$ cat config.mk
export PLATFORM = sky130hd
export DESIGN_NAME = gcd_requester
export DESIGN_NICKNAME = d
export VERILOG_FILES = /design/src/rtl/gcd_requester.sv
export SDC_FILE = /design/constraint.sdc
export NUM_CORES = 1
export LEC_CHECK = 0
export CORE_ASPECT_RATIO = 1.2
export CORE_MARGIN = 2
export CORE_UTILIZATION = 40
export DETAILED_ROUTE_END_ITERATION = 7
export DONT_BUFFER_PORTS = 1
export SLEW_MARGIN = 20
export SYNTH_ARGS = -nofsm -noshare
export SYNTH_HDL_FRONTEND = slang
export SYNTH_SLANG_ARGS = --single-unit
$ cat constraint.sdc
create_clock -name clk -period 6 [get_ports clk]
set_clock_uncertainty 0.1 [all_clocks]
set_input_delay 1.2 -clock clk [delete_from_list [all_inputs] [get_ports clk]]
set_output_delay 1.2 -clock clk [all_outputs]
set_load 0.05 [all_outputs]
$ cat src/rtl/gcd_requester.sv
// Initiator-side controller for the binary-GCD engine: valid/ready requests in,
// engine start/done handshake, latency-tagged valid/ready responses out, zero-operand bypass and watchdog.
module gcd_requester #(
   parameter int W       = 32,
   parameter int CW      = 16,
   parameter int TIMEOUT = 1000
) (
   input  logic          clk,
   input  logic          reset,
   input  logic          s_valid,
   output logic          s_ready,
   input  logic [W-1:0]  s_a,
   input  logic [W-1:0]  s_b,
   output logic          m_valid,
   input  logic          m_ready,
   output logic [W-1:0]  m_gcd,
   output logic [CW-1:0] m_cycles,
   output logic          m_zero_err,
   output logic          fault,
   output logic          eng_start,
   output logic [W-1:0]  eng_a,
   output logic [W-1:0]  eng_b,
   input  logic          eng_ready,
   input  logic          eng_done_tick,
   input  logic [W-1:0]  eng_r
);

   typedef enum logic [2:0] {
      S_IDLE,
      S_ISSUE,
      S_WAIT,
      S_CAPTURE,
      S_RESP,
      S_FAULT
   } state_t;

   localparam logic [CW-1:0] LP_TIMEOUT = CW'(TIMEOUT);
   localparam logic [CW-1:0] LP_CNT_MAX = '1;

   state_t        r_state;
   logic [W-1:0]  r_a;
   logic [W-1:0]  r_b;
   logic [W-1:0]  r_res;
   logic [CW-1:0] r_cnt;
   logic [CW-1:0] r_cyc;
   logic          r_zero;
   logic          r_valid;
   logic          r_fault;
   logic          w_a_zero;
   logic          w_b_zero;

   assign w_a_zero = (s_a == '0);
   assign w_b_zero = (s_b == '0);

   // Start must coincide with the engine's ready cycle, so it is decoded rather than registered;
   // the async reset forces IDLE, which drops it immediately.
   assign eng_start  = (r_state == S_ISSUE) && eng_ready;
   assign s_ready    = (r_state == S_IDLE) && !reset;
   assign eng_a      = r_a;
   assign eng_b      = r_b;
   assign m_valid    = r_valid;
   assign m_gcd      = r_res;
   assign m_cycles   = r_cyc;
   assign m_zero_err = r_zero;
   assign fault      = r_fault;

   always_ff @(posedge clk or posedge reset) begin
      if (reset) begin
         r_state <= S_IDLE;
         r_a     <= '0;
         r_b     <= '0;
         r_res   <= '0;
         r_cnt   <= '0;
         r_cyc   <= '0;
         r_zero  <= 1'b0;
         r_valid <= 1'b0;
         r_fault <= 1'b0;
      end else begin
         case (r_state)
            S_IDLE: begin
               if (s_valid) begin
                  r_a <= s_a;
                  r_b <= s_b;
                  if (w_a_zero || w_b_zero) begin
                     r_res   <= w_a_zero ? s_b : s_a;
                     r_zero  <= w_a_zero && w_b_zero;
                     r_cyc   <= '0;
                     r_valid <= 1'b1;
                     r_state <= S_RESP;
                  end else begin
                     r_state <= S_ISSUE;
                  end
               end
            end
            S_ISSUE: begin
               if (eng_ready) begin
                  r_cnt   <= CW'(1);
                  r_state <= S_WAIT;
               end
            end
            S_WAIT: begin
               if (eng_done_tick) begin
                  r_cyc   <= r_cnt;
                  r_state <= S_CAPTURE;
               end else if (r_cnt == LP_TIMEOUT) begin
                  r_fault <= 1'b1;
                  r_state <= S_FAULT;
               end else if (r_cnt != LP_CNT_MAX) begin
                  r_cnt <= r_cnt + CW'(1);
               end
            end
            // Engine result settles one cycle after its done tick.
            S_CAPTURE: begin
               r_res   <= eng_r;
               r_zero  <= 1'b0;
               r_valid <= 1'b1;
               r_state <= S_RESP;
            end
            S_RESP: begin
               if (m_ready) begin
                  r_valid <= 1'b0;
                  r_zero  <= 1'b0;
                  r_state <= S_IDLE;
               end
            end
            S_FAULT: begin
               r_fault <= 1'b1;
            end
            default: r_state <= S_IDLE;
         endcase
      end
   end

endmodule

After elaboration in Yosys (flattened, before gate mapping)
Cells that the tools add are included.

word-level totals
  latch bits = 0
  ROM bits = 0
  output and inout bits = 117
  RAM bits = 0
  input port bits = 102
  flip-flop bits (word level) = 134
  memories kept = 0

cells by class
  bitwise operators = 1
  divide/modulo/power cells = 0
  shift operators = 0
  equality and inequality tests = 17
  multiplexer cells = 30
  add/subtract/negate cells = 1
  magnitude comparators = 0
  multiply operators = 0
  reductions and logical operators = 20

operators by type and width
  kind                     number
  $mux W16                 7
  $mux W32                 3
  $logic_not A32 Y1        2
  $pmux W16 S2             2
  $pmux W32 S2             1
  $mux W3                  6
  $pmux W3 S6              1
  $add A16 B1 Y16 const B  1
  $eq A16 B10 Y1 const B   1
  $ne A16 B16 Y1 const B   1
  $ne A2 B2 Y1 const B     8
  $reduce_and A5 Y1        2
  $reduce_and A4 Y1        2
  $reduce_bool A2 Y1       4
  $mux W1                  7
  $eq A3 B2 Y1 const B     2
  $eq A3 B3 Y1 const B     2
  $pmux W1 S3              2
  $reduce_and A3 Y1        2
  $eq A3 B1 Y1 const B     1
  $logic_and A1 B1 Y1      3
  $logic_not A3 Y1         1
  $ne A3 B3 Y1 const B     1
  $reduce_bool A3 Y1       1
  6 further kinds          6

Logic depth before layout (Yosys ltp)
  depth after elaboration = 5
  gate-level depth with buffers = 9
  mapped depth without buffers = 7

Worst setup path after synthesis
OpenSTA, ideal clock, no wires.

  path kind = input to output
  start = input port reset
  end = output port s_ready
  stages on the path = 1
  slack = 2,846 ps
  required time = 4,700 ps
  arrival = 1,854 ps
  cells stage by stage = nor2_1

on the way
  cells in the longest elaborated chain, start to end = 2

ends and longest elaborated chain
  what                               RTL line  RTL
  start: declaration                 9         input logic reset,
  $logic_not A1 Y1 (no source line)  --
  $logic_and A1 B1 Y1                58        assign s_ready = (r_state == S_IDLE) && !reset;
  end: declaration                   11        output logic s_ready,

No other way between the ends.

Final worst setup path
  start = input port s_b[8]
  end = register r_res[31] (netlist: m_gcd[31])

on the way
  cells in the longest elaborated chain, start to end = 4

ends and longest elaborated chain
  what                                RTL line  RTL
  start: declaration                  13        input logic [W-1:0] s_b,
  $logic_not A32 Y1                   53        assign w_b_zero = (s_b == '0);
  $logic_or A1 B1 Y1                  84        if (w_a_zero || w_b_zero) begin
  $ne A2 B1 Y1 (no source line)       --
  $reduce_and A3 Y1 (no source line)  --
  end signal: assignment              85        r_res <= w_a_zero ? s_b : s_a;
  end signal: assignment              114       r_res <= eng_r;
  end: declaration                    43        logic [W-1:0] r_res;

No other way between the ends.
A chain may end at the register's enable or synchronous reset.

==> summary.txt <==
Place
  – Port Buf Inserts: 0
  – Placer Congestion: slightly above 0.8
  – Placed cell count: just over 700
  – Hpwl dp: around 12,000 µm
  – Dpl cell area: roughly 6200 µm²
  – DP Worst Slack: about 2100 ps

Pwr
  – LEAKAGE: 2.820 nW
  – Power density over cell area: between 600 and 700 nW/µm²
  – Peak supply drop: about 0.00027 V
  – Total power: roughly 4.7 mW

Cells and area
  – P&R area growth vs syn: 13.10%
  – Layout cells sized above 1: 0.2603
  – Leading cell type in the layout, fill and taps excluded: dfrtp_1
  – Most frequent cells in the layout: 134 x dfrtp_1, 96 x mux2_2, 81 x nor2_1
  – Final instance area: between 6000 and 7000 µm²
  – Final cell count without fillers: 738
  – Diode count: 0
  – Final #Nets: between 600 and 700
  – Post-Route Utilization: 0.4599

GRT
  – Pin count of the biggest net entering global routing: 88
  – Vias in the first global route: approximately 4,500
  – First-pass GRT wire length: between 20,000 and 30,000 µm
  – Gr ovfl total: 0
  – Initial antenna violation count: 0
  – GR Util All Layers: 0.2106

Synth
  – Sequential fraction of the synthesis area: 0.5512
  – Mean Syn Cell Area: 11.50 µm²
  – Gate Count Post-Synth: roughly 530
  – Asr flop ratio synth: 1.000
  – Synth Warn #: 0
  – Yosys reg bits: between 100 and 150
  – Post-Syn Area: approximately 6000 µm²
  – EDFF count, synth: 0
  – Synthesized net count: ~630
  – Yosys cell types: between 40 and 50
  – Top_reg_cell synth: dfrtp_1

Flow run
  – Max Cap Viol: 0

Setup path
  – Crit Path Max Fanout: 32
  – WP data required: just over 6000 ps
  – Arrival time at the worst endpoint: 3660 ps
  – Worst setup EP type: flop
  – Crit path launch type: primary input
  – Crit Path Class: primary input to flop

STA
  – Post-layout minimum cycle time: 3464 ps
  – Finish-stage setup viols: 0
  – Max Freq: slightly below 300 MHz
  – Setup_tns: 0 ps
  – Worst setup margin: ~2500 ps
  – Final hold viol count: 0
  – Worst Tran Pin Value: 1062 ps
  – Slew HR: 0.2890
  – Final hold slack: between 400 and 500 ps
  – Tcrit/Tclk final: 0.5774
  – RSZ-0062 raised after global routing: no
  – Max Slew Vio Count: 0

Clock tree
  – Clock sink count: roughly 130
  – # resized after CTS: 0
  – Maximum buffer depth of the clock tree: 2
  – Reg clk slew, reported paths: about 60 ps
  – Num CTS Buffers: 17
  – Hold_buf cts: 0
  – CTS Root Cell: clkbuf_16
  – Clock Latency Late Sink: ~410 ps
  – Post-CTS Setup Bufs: 0
  – CTS tree: yes
  – H-tree depth: 4

Floorplanning
  – Rows: a little under 50
  – # IOs: approximately 220
  – Die height: roughly 140 µm
  – Die area: between 15,000 and 20,000 µm²
  – Chip width: ~120 µm
  – Core area: around 15,000 µm²
  – Initial Util: 0.4067

Detailed routing
  – DRT iter0 DRCs: ~190
  – Initial DRT Pass Iterations: 6
  – Post-detailed-route via-to-cell ratio: between 5 and 6
  – Antenna Nets Post-Route: 0
  – Wire length per cell: 23.27 µm
  – Post-Route WL: roughly 17,000 µm
  – DRC violations left: 0
  – Total number of vias: 4,345

Worst hold path
  – Worst Hold Class: flop to flop

Outcome
  – Status: finished, final reports clean
-- registers in the layout (all words and copies together), names as in the netlist --
signal / flops
eng_b: 32
m_valid: 1
m_cycles: 16
r_cnt: 16
eng_a: 32
fault: 1
m_zero_err: 1
m_gcd: 32
r_state: 3
-- routing by layer --
metal | up-vias | global-route usage | wire (µm)
li1 | 1916 | - | -
met3 | 19 | 0.07517 | 1585
met2 | 222 | 0.3519 | 8594
met5 | - | 0 | 0
met1 | 2188 | 0.2510 | 6702
met4 | 0 | 0.06873 | 289
-- final cells by class --
cell class	instances	area (µm²)
inverter	7	31.28
sequential	134	3353
timing repair buffer	4	30.03
clock inverter	14	197.7
fill	1405	8079
tap	204	255.2
multi-input combinational	357	2584
clock buffer	18	429.2
-- worst max-delay path: stages --
cell     delay, ps
nor4_1         660
nand4_1        190
nor2_1         200
nor2_1         130
o21ai_4        820
mux2_2         430
-- where the power goes --
part | internal (mW) | switching (mW)
registers | 1.24 | 1.54
clock network | 0.701 | 0.406
logic | 0.430 | 0.387
-- cell families after synthesis --
| logic type | Yosys count | synth area share |
|---|---|---|
| AND/OR/NAND/NOR | 159 | 0.1232 |
| flip-flops | 134 | 0.5512 |
| AO/OA/AOI/OAI | 98 | 0.1129 |
| multiplexers | 98 | 0.1810 |
| buffers and inverters | 38 | 0.02756 |
| adder cells (fa/ha/maj) | 2 | 0.004113 |
-- final timing paths --
kind / slack [ps] / startpoint / end / cells after the start
worst max-delay path: 2540 / s_b[8] / m_gcd[31]$_DFFE_PP0P_ / 6
worst min-delay path: 450 / r_cnt[9]$_DFFE_PP0P_ / r_cnt[9]$_DFFE_PP0P_ / 1
worst max register to register: 2790 / r_state[1]$_DFFE_PP0P_ / m_gcd[31]$_DFFE_PP0P_ / 4
worst min register to register: 450 / r_cnt[9]$_DFFE_PP0P_ / r_cnt[9]$_DFFE_PP0P_ / 1
max in group asynchronous: 3960 / reset / eng_b[13]$_DFFE_PP0P_ / 2
min in group asynchronous: 700 / reset / m_cycles[13]$_DFFE_PP0P_ / 1
-- cell usage after synthesis (2+ instances only) --
cell | count | share of area
dfrtp_1 | 134 | 0.55
mux2_2 | 96 | 0.18
nor2_1 | 81 | 0.050
a211oi_1 | 32 | 0.039
o21ai_0 | 29 | 0.024
nand2_1 | 24 | 0.015
nor4_1 | 18 | 0.019
clkbuf_1 | 17 | 0.010
a22o_1 | 16 | 0.023
inv_1 | 7 | 0.0043
nand4_1 | 6 | 0.0062
and2_1 | 5 | 0.0051
buf_2 | 5 | 0.0041
buf_4 | 5 | 0.0062
nand3_1 | 5 | 0.0041
a31oi_1 | 4 | 0.0041
buf_1 | 4 | 0.0025
nor3_1 | 4 | 0.0033
o31ai_1 | 4 | 0.0049
a21oi_1 | 3 | 0.0025
and3_1 | 3 | 0.0031
nor2b_1 | 3 | 0.0031
and4_1 | 2 | 0.0029
ha_1 | 2 | 0.0041
mux2i_1 | 2 | 0.0033
Power figures use the tool's default switching activity.
